### config.mk
export PLATFORM = sky130hd
export DESIGN_NAME = ghash_seq_flat
export DESIGN_NICKNAME = d
export VERILOG_FILES = /design/src/rtl/ghash_seq_pkg.sv /design/src/rtl/ghash_seq_if.sv /design/src/rtl/ghash_seq.sv /design/src/flat_wrapper.sv
export SDC_FILE = /design/constraint.sdc
export NUM_CORES = 1
export LEC_CHECK = 0
export BUFFER_PORTS_ARGS = -buffer_cell sky130_fd_sc_hd__buf_2
export CAP_MARGIN = 15
export CORE_AREA = 5 5 304 306
export DETAILED_ROUTE_END_ITERATION = 12
export DIE_AREA = 0 0 309 311
export PLACE_DENSITY_LB_ADDON = 0.05
export SLEW_MARGIN = 40
export SYNTH_ARGS = -nofsm -noshare
export SYNTH_HDL_FRONTEND = slang
export SYNTH_SLANG_ARGS = --single-unit
### constraint.sdc
create_clock -name clk -period 17.69 [get_ports clk]
set_input_delay 3.538 -clock clk [delete_from_list [all_inputs] [get_ports clk]]
set_output_delay 3.538 -clock clk [all_outputs]
set_load 0.02 [all_outputs]
### src/rtl/ghash_seq_pkg.sv
// ghash_seq_pkg: shared block width, default latencies and FSM state encoding for ghash_seq.
package ghash_seq_pkg;
    localparam int BLK_W = 128;
    localparam int MAT_LAT_DEF = 2;
    localparam int MUL_LAT_DEF = 2;
    typedef logic [BLK_W-1:0] blk_t;
    typedef enum logic [2:0] {IDLE, HWAIT, READY, MUL, DONE} state_e;
endpackage

### src/rtl/ghash_seq_if.sv
// ghash_seq_if: bundle of the ghash_seq control, block stream, result stream and external multiplier signals.
// Ports (master = environment side, slave = ghash_seq):
//   h_load/h, start            subkey load and message start strobes
//   in_valid/in_ready/in_data/in_last   128-bit block input stream
//   out_valid/out_ready/out_tag         128-bit tag output stream
//   mul_x/mul_y/mul_out        operands and result of the external GF(2^128) datapath
//   busy                       high outside IDLE and READY
interface ghash_seq_if;
    import ghash_seq_pkg::*;
    logic h_load;
    blk_t h;
    logic start;
    logic in_valid;
    logic in_ready;
    blk_t in_data;
    logic in_last;
    logic out_valid;
    logic out_ready;
    blk_t out_tag;
    blk_t mul_x;
    blk_t mul_y;
    blk_t mul_out;
    logic busy;
    modport master (
        output h_load, h, start, in_valid, in_data, in_last, out_ready, mul_out,
        input  in_ready, out_valid, out_tag, mul_x, mul_y, busy
    );
    modport slave (
        input  h_load, h, start, in_valid, in_data, in_last, out_ready, mul_out,
        output in_ready, out_valid, out_tag, mul_x, mul_y, busy
    );
endinterface

### src/rtl/ghash_seq.sv
// ghash_seq: GHASH sequencing FSM driving an external matrix_gen/compute GF(2^128) multiplier.
// Ports:
//   clk  rising-edge clock
//   rst  asynchronous active-high reset
//   bus  ghash_seq_if.slave: subkey load, start, block input stream, tag output stream,
//        multiplier operands mul_x (H) / mul_y (Y^block) and result mul_out, busy flag
// Parameters:
//   MAT_LAT  cycles after a new mul_x before the multiplier matrix is usable
//   MUL_LAT  cycles mul_y is driven before mul_out is sampled (0 behaves as 1)
module ghash_seq
    import ghash_seq_pkg::*;
#(
    parameter int MAT_LAT = MAT_LAT_DEF,
    parameter int MUL_LAT = MUL_LAT_DEF
) (
    input logic      clk,
    input logic      rst,
    ghash_seq_if.slave bus
);
    localparam int MAT_EFF = (MAT_LAT < 1) ? 1 : MAT_LAT;
    localparam int MUL_EFF = (MUL_LAT < 1) ? 1 : MUL_LAT;
    localparam int CNT_MAX = (MAT_EFF > MUL_EFF) ? MAT_EFF : MUL_EFF;
    localparam int CNT_W = $clog2(CNT_MAX + 1);
    localparam logic [CNT_W-1:0] MAT_CNT = CNT_W'(MAT_EFF);
    localparam logic [CNT_W-1:0] MUL_CNT = CNT_W'(MUL_EFF);
    localparam logic [CNT_W-1:0] CNT_ONE = CNT_W'(1);

    state_e           state_q, state_d;
    logic             h_valid_q, h_valid_d;
    logic             last_q, last_d;
    logic [CNT_W-1:0] cnt_q, cnt_d;
    blk_t             y_q, y_d;
    blk_t             mul_x_q, mul_x_d;
    blk_t             mul_y_q, mul_y_d;

    always_ff @(posedge clk or posedge rst) begin
        if (rst) begin
            state_q   <= IDLE;
            h_valid_q <= 1'b0;
            last_q    <= 1'b0;
            cnt_q     <= '0;
            y_q       <= '0;
            mul_x_q   <= '0;
            mul_y_q   <= '0;
        end else begin
            state_q   <= state_d;
            h_valid_q <= h_valid_d;
            last_q    <= last_d;
            cnt_q     <= cnt_d;
            y_q       <= y_d;
            mul_x_q   <= mul_x_d;
            mul_y_q   <= mul_y_d;
        end
    end

    // Counters finish on the cycle they read 1, so a loaded value N spends exactly N cycles in the state.
    always_comb begin
        state_d   = state_q;
        h_valid_d = h_valid_q;
        last_d    = last_q;
        cnt_d     = cnt_q;
        y_d       = y_q;
        mul_x_d   = mul_x_q;
        mul_y_d   = mul_y_q;
        case (state_q)
            IDLE: begin
                if (bus.h_load) begin
                    // The matrix is rebuilt from the new H, so the old one stops being usable.
                    mul_x_d   = bus.h;
                    cnt_d     = MAT_CNT;
                    h_valid_d = 1'b0;
                    state_d   = HWAIT;
                end else if (bus.start && h_valid_q) begin
                    y_d     = '0;
                    state_d = READY;
                end
            end
            HWAIT: begin
                if (cnt_q <= CNT_ONE) begin
                    cnt_d     = '0;
                    h_valid_d = 1'b1;
                    state_d   = IDLE;
                end else begin
                    cnt_d = cnt_q - CNT_ONE;
                end
            end
            READY: begin
                if (bus.in_valid) begin
                    mul_y_d = y_q ^ bus.in_data;
                    last_d  = bus.in_last;
                    cnt_d   = MUL_CNT;
                    state_d = MUL;
                end
            end
            MUL: begin
                if (cnt_q <= CNT_ONE) begin
                    y_d     = bus.mul_out;
                    cnt_d   = '0;
                    state_d = last_q ? DONE : READY;
                end else begin
                    cnt_d = cnt_q - CNT_ONE;
                end
            end
            DONE: begin
                if (bus.out_ready) state_d = IDLE;
            end
            default: state_d = IDLE;
        endcase
    end

    always_comb begin
        bus.in_ready  = (state_q == READY);
        bus.out_valid = (state_q == DONE);
        bus.out_tag   = (state_q == DONE) ? y_q : '0;
        bus.busy      = !(state_q == IDLE || state_q == READY);
        bus.mul_x     = mul_x_q;
        bus.mul_y     = mul_y_q;
    end
endmodule

### src/flat_wrapper.sv
// flat-port wrapper written by rule: the top's interface ports become plain ports
module ghash_seq_flat import ghash_seq_pkg::*;
#(
    parameter int MAT_LAT = MAT_LAT_DEF,
    parameter int MUL_LAT = MUL_LAT_DEF
)
  (clk, rst, bus_h_load, bus_h, bus_start, bus_in_valid, bus_in_data, bus_in_last, bus_out_ready, bus_mul_out, bus_in_ready, bus_out_valid, bus_out_tag, bus_mul_x, bus_mul_y, bus_busy);
  ghash_seq_if bus_i ();
  input logic clk;
  input logic rst;
  input wire logic [$bits(bus_i.h_load)-1:0] bus_h_load;
  input wire logic [$bits(bus_i.h)-1:0] bus_h;
  input wire logic [$bits(bus_i.start)-1:0] bus_start;
  input wire logic [$bits(bus_i.in_valid)-1:0] bus_in_valid;
  input wire logic [$bits(bus_i.in_data)-1:0] bus_in_data;
  input wire logic [$bits(bus_i.in_last)-1:0] bus_in_last;
  input wire logic [$bits(bus_i.out_ready)-1:0] bus_out_ready;
  input wire logic [$bits(bus_i.mul_out)-1:0] bus_mul_out;
  output wire logic [$bits(bus_i.in_ready)-1:0] bus_in_ready;
  output wire logic [$bits(bus_i.out_valid)-1:0] bus_out_valid;
  output wire logic [$bits(bus_i.out_tag)-1:0] bus_out_tag;
  output wire logic [$bits(bus_i.mul_x)-1:0] bus_mul_x;
  output wire logic [$bits(bus_i.mul_y)-1:0] bus_mul_y;
  output wire logic [$bits(bus_i.busy)-1:0] bus_busy;
  assign bus_i.h_load = bus_h_load;
  assign bus_i.h = bus_h;
  assign bus_i.start = bus_start;
  assign bus_i.in_valid = bus_in_valid;
  assign bus_i.in_data = bus_in_data;
  assign bus_i.in_last = bus_in_last;
  assign bus_i.out_ready = bus_out_ready;
  assign bus_i.mul_out = bus_mul_out;
  assign bus_in_ready = bus_i.in_ready;
  assign bus_out_valid = bus_i.out_valid;
  assign bus_out_tag = bus_i.out_tag;
  assign bus_mul_x = bus_i.mul_x;
  assign bus_mul_y = bus_i.mul_y;
  assign bus_busy = bus_i.busy;
  ghash_seq #(.MAT_LAT(MAT_LAT), .MUL_LAT(MUL_LAT)) u_core (.clk(clk), .rst(rst), .bus(bus_i));
endmodule
==> metrics <==
status complete, no violations; Placement Setup Slack 11400 ps; GRT Overall Usage 14.96%; placed cell count 3418; hold_ws 477.5 ps; Final Max Slew Viols 0; Switch Pwr 1.779 mW; clk sink count 391; Die Height 311 um; initial antenna violation count 45; P_int 2.706 mW; Synth Cell Area 17130 sq um; Post-CTS Setup Inserts 0; Synth cell types 35; Post-Synthesis Cells 1547; arrival time of the worst setup path 2580 ps; most frequent cells in the layout 777 x buf_2, 391 x dfrtp_1, 259 x nand2_1; first-pass GRT wire length 107900 um; Fill cells 9745; GPL Wtd Cong 0.7901; Post-CTS Resized 0; layout cell share with drive strength beyond 1 42.59%; row cnt 110; Routed WL 75390 um; Nets 2686; post-synthesis sequential area ratio 57.11%; die area 96100 sq um; Final Skew 19.30 ps; Async S/R FF share, synth 100.0%; syn nets 1938; #FFs+latches synth 391; most common cell after layout, fill and taps aside buf_2; Max Freq 0.1633 GHz; grt ovf 0; Reg clk slew, reported paths 60 ps; via/cell ratio 3.967; cts bufs inserted 51; critical path capture point type primary output; antenna-violating nets left 0; Area Growth Syn to Fin 39.23%; CTS Buffer Depth 3; number of DRC markers in iteration 0 644; final worst slack 11570 ps; worst skew pair latency 580 ps; DP HPWL 55880 um; Layout Cells excl Fill 3525; Initial Util 19.18%; Die W 309 um; Gate power share 40.1%; Startpoint Class register; Hold Crit Class reg -> reg; Slew HR 50.82%; hold bufs inserted after CTS 0; drt drc 0; wire per inst 21.39 um; Period Utilization, post-route 34.61%; vias in the first global route 15010; EDFF count, synth 0; count of final setup violators 0; Core ar. 89320 sq um; Initial DRT Pass Iterations 5; Sw Share 39.66%; Sequential Power Share 36.0%; YS warnings 0; largest net degree at the start of global routing 115; WP data required 14150 ps; num ports 778; main flop type after synthesis dfrtp_1; I/O Buffers 777; leakage power 11.39 nW; routed via count 13990; Max FO, Critical Path 80; Synth Area per Inst 11.07 sq um; critical setup path kind reg -> out; PD cells 188.0 nW/um^2; root buffer cell clkbuf_16; setup TNS 0 ps; max-cap violation count 0; H-tree depth 2; Final min period 6123 ps; RSZ-0062 raised after global routing false; final hold violations 0; Clk network pwr share 23.9%; Peak supply drop 0.06569 mV; worst slew pin tran 737.7 ps; TritonCTS clock tree built
## Yosys cell counts, types with 3 or more instances
cell,number,area [sq um]
mux2_4,100,1501
buf_4,10,75.07
dfrtp_1,391,9784
nand2_1,259,972.2
o21ai_1,12,60.06
clkbuf_1,38,142.6
nor2_1,132,495.5
mux2_1,20,225.2
and2_1,128,800.8
o21ai_0,118,590.6
buf_2,36,180.2
buf_6,4,45.04
mux2_2,9,101.4
a21oi_1,128,640.6
buf_1,3,11.26
inv_1,3,11.26
xnor2_1,128,1121
buf_12,11,220.2
## final cells by class
type	instances	area (sq um)	area share, %
sequential	391	9784	41.02
timing repair buffer	797	4109	17.23
multi-input combinational	1051	6710	28.13
clock inverter	11	158.9	0.6661
antenna	15	37.54	0.1574
tap	1176	1471	6.168
clock buffer	81	1559	6.536
inverter	3	23.77	0.09966
## path summary, 6_finish.rpt
path                       slack [ps]             startpoint  cells past startpoint                     to
setup / recovery                11570      u_core.state_q[2]                      4        bus_out_tag[43]
hold / removal                    480  u_core.bus.mul_x[121]                      1  u_core.bus.mul_x[121]
setup reg to reg                14800      u_core.state_q[0]                      5         u_core.y_q[17]
hold reg to reg                   480  u_core.bus.mul_x[121]                      1  u_core.bus.mul_x[121]
max in group asynchronous       12370                    rst                      5          u_core.y_q[1]
min in group asynchronous        3040                    rst                      2   u_core.bus.mul_x[86]
## per-stage QoR
step	util, %	power, mW	cell area, sq um
2_1_floorplan	-	2.786	17130
3_3_place_gp	24.66	3.457	22030
3_5_place_dp	24.74	3.474	22090
4_1_cts	26.66	4.593	23810
5_1_grt	26.68	4.789	23830
6_report	26.71	4.485	23850
## cells by family after synthesis
logic type / count (synthesis) / share of synthesized area [%]
AO/OA/AOI/OAI: 264 / 7.814
AND/OR/NAND/NOR: 529 / 13.80
XOR/XNOR: 128 / 6.544
buffers and inverters: 105 / 4.002
flip-flops: 391 / 57.11
multiplexers: 130 / 10.73
## state kept, by name, indices dropped and copies added (netlist names)
signal	flops
u_core.cnt_q	2
u_core.bus.mul_y	128
u_core.last_q	1
u_core.bus.mul_x	128
u_core.state_q	3
u_core.h_valid_q	1
u_core.y_q	128
## metal layers
layer | vias up | global-route usage (%) | share of wire (%)
met1 | 6697 | 15.69 | 36
li1 | 6557 | - | -
met3 | 161 | 6.650 | 10
met4 | 40 | 4.550 | 2.9
met5 | - | 0 | 0.33
met2 | 530 | 26.87 | 51
## power by group through the flow
stage | clock network [mW] | registers (mW) | logic [mW]
3_5_place_dp | 0 | 1.63 | 1.84
2_1_floorplan | 0 | 1.94 | 0.850
5_1_grt | 1.15 | 1.68 | 1.96
4_1_cts | 1.12 | 1.62 | 1.85
6_report | 1.07 | 1.61 | 1.80
3_3_place_gp | 0 | 1.63 | 1.83
## worst max-delay path: stages (launching register included)
cell and delay (ps):
dfrtp_1 630, nor3b_4 290, buf_6 490, and2_1 280, buf_2 190
(Power assumes the default switching activity.)
